File: src/rtl/axil_timer.sv
// axil_timer: AXI4-lite down-counter timer with auto-reload and level irq.
// Define AXIL_TIMER_PRESCALER_EN to add the PRESCALE register at 0x10.
module axil_timer #(
  parameter int AW = 32
) (
  input  logic          ACLK,
  input  logic          ARESETn,
  input  logic [AW-1:0] AWADDR,
  input  logic          AWVALID,
  output logic          AWREADY,
  input  logic [31:0]   WDATA,
  input  logic [3:0]    WSTRB,
  input  logic          WVALID,
  output logic          WREADY,
  output logic [1:0]    BRESP,
  output logic          BVALID,
  input  logic          BREADY,
  input  logic [AW-1:0] ARADDR,
  input  logic          ARVALID,
  output logic          ARREADY,
  output logic [31:0]   RDATA,
  output logic [1:0]    RRESP,
  output logic          RVALID,
  input  logic          RREADY,
  output logic          irq
);
  localparam int IW = AW - 2;

  logic          aw_held, w_held;
  logic [IW-1:0] aw_idx;
  logic [31:0]   w_data;
  logic [3:0]    w_strb;
  logic          aw_hs, w_hs, ar_hs, commit;
  logic [IW-1:0] widx, ridx;
  logic [31:0]   c_data;
  logic [3:0]    c_strb;
  logic          sel_ctrl, sel_load, sel_stat, sel_pre;
  logic          wr_ok, ctrl_wr, load_wr, stat_wr;
  logic [2:0]    ctrl_new;
  logic [31:0]   load_new;
  logic          en, auto_rl, irq_en, expired;
  logic [31:0]   load, count;
  logic          tick, stop, run, zero, hw_exp, w1c;
  logic          exp_nxt, ien_nxt;
  logic [31:0]   rd_val;
  logic          rd_ok;
  logic          unused_ok;

  assign unused_ok = ^{AWADDR[1:0], ARADDR[1:0]};

  assign AWREADY = !aw_held && !BVALID;
  assign WREADY  = !w_held && !BVALID;
  assign ARREADY = !RVALID;

  assign aw_hs  = AWVALID && AWREADY;
  assign w_hs   = WVALID && WREADY;
  assign ar_hs  = ARVALID && ARREADY;
  assign commit = (aw_held || aw_hs) && (w_held || w_hs) && !BVALID;

  assign widx   = aw_held ? aw_idx : AWADDR[AW-1:2];
  assign c_data = w_held ? w_data : WDATA;
  assign c_strb = w_held ? w_strb : WSTRB;
  assign ridx   = ARADDR[AW-1:2];

  // write address decode
  always_comb begin
    sel_ctrl = 1'b0;
    sel_load = 1'b0;
    sel_stat = 1'b0;
    sel_pre  = 1'b0;
    unique case (1'b1)
      widx == IW'(0): sel_ctrl = 1'b1;
      widx == IW'(1): sel_load = 1'b1;
      widx == IW'(3): sel_stat = 1'b1;
`ifdef AXIL_TIMER_PRESCALER_EN
      widx == IW'(4): sel_pre = 1'b1;
`endif
      default: ;
    endcase
  end

  assign wr_ok   = sel_ctrl || sel_load || sel_stat || sel_pre;
  assign ctrl_wr = commit && sel_ctrl;
  assign load_wr = commit && sel_load;
  assign stat_wr = commit && sel_stat;

  assign ctrl_new = c_strb[0] ? c_data[2:0]
                              : {irq_en, auto_rl, en};

  // per-lane merge of the new LOAD value
  always_comb begin
    load_new = load;
    for (int i = 0; i < 4; i++)
      if (c_strb[i]) load_new[8*i +: 8] = c_data[8*i +: 8];
  end

`ifdef AXIL_TIMER_PRESCALER_EN
  logic       pre_wr;
  logic [7:0] prescale, pcnt;

  assign pre_wr = commit && sel_pre;
  assign tick   = (pcnt == prescale);

  // prescale register and tick divider
  always_ff @(posedge ACLK or negedge ARESETn) begin
    if (!ARESETn) begin
      prescale <= '0;
      pcnt     <= '0;
    end else begin
      if (pre_wr && c_strb[0]) prescale <= c_data[7:0];
      if (pre_wr || ctrl_wr || tick) pcnt <= '0;
      else pcnt <= pcnt + 8'd1;
    end
  end
`else
  assign tick = 1'b1;
`endif

  assign stop    = ctrl_wr && !ctrl_new[0];
  assign run     = en && tick && !stop;
  assign zero    = (count == '0);
  assign hw_exp  = run && zero;
  assign w1c     = stat_wr && c_strb[0] && c_data[0];
  assign exp_nxt = hw_exp || (expired && !w1c);
  assign ien_nxt = ctrl_wr ? ctrl_new[2] : irq_en;

  // timer registers, counter and interrupt
  always_ff @(posedge ACLK or negedge ARESETn) begin
    if (!ARESETn) begin
      en      <= 1'b0;
      auto_rl <= 1'b0;
      irq_en  <= 1'b0;
      load    <= '0;
      count   <= '0;
      expired <= 1'b0;
      irq     <= 1'b0;
    end else begin
      if (ctrl_wr) {irq_en, auto_rl, en} <= ctrl_new;
      else if (hw_exp && !auto_rl) en <= 1'b0;
      if (load_wr) load <= load_new;
      if (load_wr) count <= load_new;
      else if (run) count <= zero ? (auto_rl ? load : '0)
                                  : count - 32'd1;
      expired <= exp_nxt;
      irq     <= exp_nxt && ien_nxt;
    end
  end

  // write channel buffers and response
  always_ff @(posedge ACLK or negedge ARESETn) begin
    if (!ARESETn) begin
      aw_held <= 1'b0;
      aw_idx  <= '0;
      w_held  <= 1'b0;
      w_data  <= '0;
      w_strb  <= '0;
      BVALID  <= 1'b0;
      BRESP   <= 2'b00;
    end else begin
      if (commit) begin
        aw_held <= 1'b0;
        w_held  <= 1'b0;
        BVALID  <= 1'b1;
        BRESP   <= wr_ok ? 2'b00 : 2'b10;
      end else begin
        if (aw_hs) begin
          aw_held <= 1'b1;
          aw_idx  <= AWADDR[AW-1:2];
        end
        if (w_hs) begin
          w_held <= 1'b1;
          w_data <= WDATA;
          w_strb <= WSTRB;
        end
        if (BVALID && BREADY) BVALID <= 1'b0;
      end
    end
  end

  // read data mux
  always_comb begin
    rd_val = '0;
    rd_ok  = 1'b1;
    unique case (1'b1)
      ridx == IW'(0): rd_val = {29'b0, irq_en, auto_rl, en};
      ridx == IW'(1): rd_val = load;
      ridx == IW'(2): rd_val = count;
      ridx == IW'(3): rd_val = {31'b0, expired};
`ifdef AXIL_TIMER_PRESCALER_EN
      ridx == IW'(4): rd_val = {24'b0, prescale};
`endif
      default: rd_ok = 1'b0;
    endcase
  end

  // read response register
  always_ff @(posedge ACLK or negedge ARESETn) begin
    if (!ARESETn) begin
      RVALID <= 1'b0;
      RDATA  <= '0;
      RRESP  <= 2'b00;
    end else if (ar_hs) begin
      RVALID <= 1'b1;
      RDATA  <= rd_ok ? rd_val : '0;
      RRESP  <= rd_ok ? 2'b00 : 2'b10;
    end else if (RVALID && RREADY) begin
      RVALID <= 1'b0;
    end
  end
endmodule

File: config.mk
export PLATFORM = sky130hd
export DESIGN_NAME = axil_timer
export DESIGN_NICKNAME = d
export VERILOG_FILES = /design/src/rtl/axil_timer.sv
export SDC_FILE = /design/constraint.sdc
export NUM_CORES = 1
export LEC_CHECK = 0
export BUFFER_PORTS_ARGS = -buffer_cell sky130_fd_sc_hd__buf_2
export CAP_MARGIN = 0
export CORE_AREA = 3 3 152 154
export DETAILED_ROUTE_END_ITERATION = 16
export DIE_AREA = 0 0 155 157
export PLACE_DENSITY_LB_ADDON = 0.1
export SETUP_SLACK_MARGIN = 0.1
export SKIP_LAST_GASP = 1
export SYNTH_ARGS = -nofsm -noshare
export SYNTH_HDL_FRONTEND = slang
export SYNTH_SLANG_ARGS = --single-unit
File: constraint.sdc
create_clock -name ACLK -period 4.4 [get_ports ACLK]
set_input_delay 0.44 -clock ACLK [delete_from_list [all_inputs] [get_ports ACLK]]
set_output_delay 0.44 -clock ACLK [all_outputs]
set_load 0.02 [all_outputs]
* Word-level counts from Yosys, hierarchy flattened *
Index checks and enable logic that the tools add are counted.

operators by class
  divide/modulo/power cells = 0
  multipliers = 0
  multiplexer cells = 31
  add/subtract/negate cells = 1
  reduce and logical (&&, ||, !) cells = 46
  magnitude comparators = 0
  shift operators = 0
  equality and inequality tests = 5
  bitwise logic cells = 1

operator list
  cell                                                count
  2-to-1 mux 32 bit                                   6
  one-hot mux 32 bit (4 select lines)                 1
  == test 30 x 2 -> 1 bit, second input constant      3
  == test 30 x 1 -> 1 bit, second input constant      2
  logical NOT 30 bit                                  2
  logical NOT 32 bit                                  1
  2-to-1 mux 8 bit                                    4
  subtractor 32 x 1 -> 32 bit, second input constant  1
  2-to-1 mux 30 bit                                   1
  logical AND 1 bit                                   20
  2-to-1 mux 1 bit                                    15
  nonzero test 2 bit                                  6
  logical NOT 1 bit                                   8
  AND reduction 2 bit                                 3
  logical OR 1 bit                                    5
  2-to-1 mux 2 bit                                    2
  2-to-1 mux 4 bit                                    1
  OR reduction 4 bit                                  1
  2-to-1 mux 3 bit                                    1
  NOT 1 bit                                           1

storage, ports and cells
  RAM bits = 0
  register bits = 175
  output and inout bits = 42
  bits in latches = 0
  memory bits (read-only) = 0
  memories kept = 0

* Depth between registers and ports, before layout *
  depth after elaboration = 14
  depth in mapped cells = 11
  depth with buffers taken out = 9

* Least setup slack after synthesis *
Ideal clock, no wire load.

  kind = reg2reg
  start = reg count[0]
  end = reg count[30]
  path slack = 1.574 ns
  arrival = 2.750 ns
  period minus slack after synthesis = 2.826 ns
  stages on the path, launching flop included = 11
  data required time = 4.324 ns
  cell sequence = dfrtp_1 -> inv_1 -> ha_1 -> nor3b_1 -> or4b_1 -> buf_2 -> or4_4 -> or3_4 -> nor4_2 -> a221oi_1 -> o21ai_1

between the ends
  cells in the longest elaborated chain, start to end = 4

RTL lines
  what                                                               line      text
  from (decl)                                                        42        logic [31:0] load, count;
  from (signal assigned)                                             141       if (load_wr) count <= load_new;
  from (signal assigned)                                             142       else if (run) count <= zero ? (auto_rl ? load : '0)
  subtractor 32 x 1 -> 32 bit or logical NOT 32 bit (tied branches)  143, 121
  2-to-1 mux 32 bit * (2 in series)                                  142
  2-to-1 mux 32 bit *                                                141

Mark *: on every way between the ends. The rest lies on a longest branch, timed or not. The select of a mux whose other input is x is not followed.
A chain may end at the register's enable or synchronous reset.

* Worst setup path after layout *
  start = reg count[0]
  end = reg count[26]

Same word-level chain as after synthesis.

==> metrics <==
fillers 2,120; register area share after synthesis 49.4%; Die Y 157 um; Worst Path Required 4.74 ns; Nets 1,108; DP HPWL 17.5 mm; final antenna-violating net count 0; Global Route Usage Sum 19.8%; worst-margin pin slew 0.922 ns; Antenna diodes 0; Non-Filler Instances 1,292; Final Skew 0.0113 ns; post-synth top area share 49.4%; CP top delay family simple AND/OR/NAND/NOR gates; max incr delay on CP 0.60 ns; first-pass GRT wire length 38.4 mm; Fin. Hold Viols 0; Power Density 462 nW/um^2; setup repair bufs after CTS 0; clock buffer count from CTS 17; commonest non-fill, non-tap cell in the layout dfrtp_1; Crit Path Class flop to flop; drt drc 0; Setup crit end kind flop; P_sw 1.40 mW; Leak 4.66 nW; Vias 7,138; Final min period 3.28 ns; Synth Warn # 0; row count 54; met3 Use GR 5.31%; area of the die 24,300 um^2; max_cap viols 0; TritonRoute pass-1 iters 5; WL final 24.0 mm; period utilisation layout 74.4%; Clk pin slew, worst setup/hold paths 0.07 ns; antenna violations before repair 5; Yosys cell types 57; Post-DP Area 9820 um^2; clock power share 34.3%; CTS tree done; Critical Path AT 3.62 ns; commonest non-fill, non-tap cells in the layout 172 x dfrtp_1, 141 x buf_2, 92 x o21ai_0; clock insertion delay at the later pin of the skew report 0.43 ns; port buffer count 142; Hold Buf Count CTS 0; switching portion of total power 29.0%; GP Congestion 0.835; Synth Register Bits 173; dpl cells 1,260; I/O Pins 149; status finished, final reports clean; routed len/inst 18.6 um; Global Route met1 Usage 29.6%; Yosys top cell by area dfrtp_1; Avg Inst Size Synth 10.1 um^2; Int Power 3.43 mW; Comb pwr share 21.7%; number of flops mapped to enable cells by yosys 0; Peak Freq 305 MHz; endpoints failing setup 0; Seq pwr share 44.0%; crit-path max FO 8; crit-path cells inv_1 > ha_1 > nor3b_1 > buf_4 > or4b_1 > or4_4 > or3_4 > o21ai_1 > nand3_1 > o211ai_1; post-synthesis cell count 865; Buf/Inv on CP 2; GR Overflow Total 0; Iter 0 DRT Violations 541; final instance area 10,500 um^2; RSZ-0062 raised after global routing no; Synth Cell Area 8760 um^2; slew margin rel. 38.2%; number of global-route vias before repair 6,920; setup TNS after final layout 0 ns; Num Clock Sinks 173; Die Width 155 um; area growth from synthesis to layout 19.5%; Async S/R FF share, synth 100%; Synth Flop Type dfrtp_1; Placeable Area 21,800 um^2; Max Root-Sink Buffers 2; Via density 5.52; initial core utilization 40.1%; pin count of the biggest net entering global routing 86; layout cell share with drive strength beyond 1 30.2%; H-tree levels 4; Synth area leaders dfrtp_1 49%, mux2_2 11%, o21ai_0 5.3%; max-slew violations 0; layer with the highest usage met1; Hold/Removal Path Class primary input to asynchronous set/reset pin; Root Buffer clkbuf_16; met2 GRT Util 28.4%; critical path launch point type flop; CTS resizes 0; maximum vdd drop 0.277 mV; Critical Path Slowest Stage Cell or4b_1
==> registers in the layout, summed over array words and instances (netlist names), 4 cells and up <==
| name | count |
|---|---|
| RDATA | 32 |
| aw_idx | 30 |
| count | 32 |
| load | 32 |
| w_data | 32 |
| w_strb | 4 |
==> routing by layer <==
layer | wire, um | up-vias
li1 | - | 3488
met1 | 11900 | 3376
met2 | 9870 | 228
met3 | 1840 | 36
met4 | 392 | 10
met5 | 38 | -
==> metrics by stage <==
step | hold slack, ns | power (mW) | setup slack [ns] | util, %
global route | 0.141 | 5.11 | 0.884 | 47.9
global placement | 0.457 | 3.19 | 1.02 | 45.0
floorplan | 0.144 | 2.90 | 1.57 | -
detailed placement | 0.465 | 3.23 | 0.988 | 45.0
finish | 0.0419 | 4.84 | 1.12 | 47.9
CTS | 0.115 | 4.90 | 1.14 | 47.9
==> cells in the mapped netlist (7+ instances only) <==
| cell type | count |
|---|---|
| nor3_1 | 41 |
| o21ai_0 | 92 |
| nor4_1 | 33 |
| dfrtp_1 | 173 |
| nand2_1 | 75 |
| nand3_1 | 19 |
| nor2b_1 | 7 |
| nor2_1 | 61 |
| buf_2 | 11 |
| mux2i_1 | 35 |
| a21oi_1 | 28 |
| a22oi_1 | 31 |
| a31oi_1 | 10 |
| inv_1 | 7 |
| mux2_2 | 86 |
| a211oi_1 | 20 |
| clkbuf_1 | 36 |
==> cell type report <==
class	instances	area, um^2	area share, %
well taps	280	350	3.35
inverters	7	26.3	0.251
multi-input cells	631	4190	40.1
clock buffers	18	439	4.20
flip-flops and latches	173	4330	41.4
clock inverters	14	204	1.95
repair buffers	169	920	8.79
==> power by group through the flow <==
stage / clock (mW) / sequential [mW] / combinational [mW]
floorplan: 0 / 2.08 / 0.819
global placement: 0 / 2.15 / 1.05
detailed placement: 0 / 2.16 / 1.06
CTS: 1.70 / 2.13 / 1.07
global route: 1.78 / 2.18 / 1.16
finish: 1.66 / 2.13 / 1.05
==> logic make-up (layout without fill, tap and decap cells) <==
logic type,Yosys count,after routing,share of synthesized area [%]
simple gates,289,289,16.7
compound gates,212,212,14.7
flops,173,173,49.4
mux,123,123,15.6
buf+inv,62,208,2.90
xor+xnor,3,3,0.300
fa+ha+maj,2,2,0.286
other cells,1,2,0.0428
==> path summary, 6_finish.rpt <==
path                                       startpoint                     end  slack, ns  cells after the start
worst max-delay path             count[0]$_DFFE_PN0P_   count[26]$_DFFE_PN0P_       1.12                     10
worst min-delay path                          ARESETn  aw_idx[27]$_DFFE_PN0P_       0.04                      1
min in group ACLK                              BREADY      BVALID$_DFFE_PN0P_       0.18                      2
worst max register to register   count[0]$_DFFE_PN0P_   count[26]$_DFFE_PN0P_       1.12                     10
max in group asynchronous                     ARESETn    count[9]$_DFFE_PN0P_       3.34                      2
worst min register to register  RDATA[22]$_DFFE_PN0P_   RDATA[22]$_DFFE_PN0P_       0.47                      2
Power figures use the tool's default switching activity.
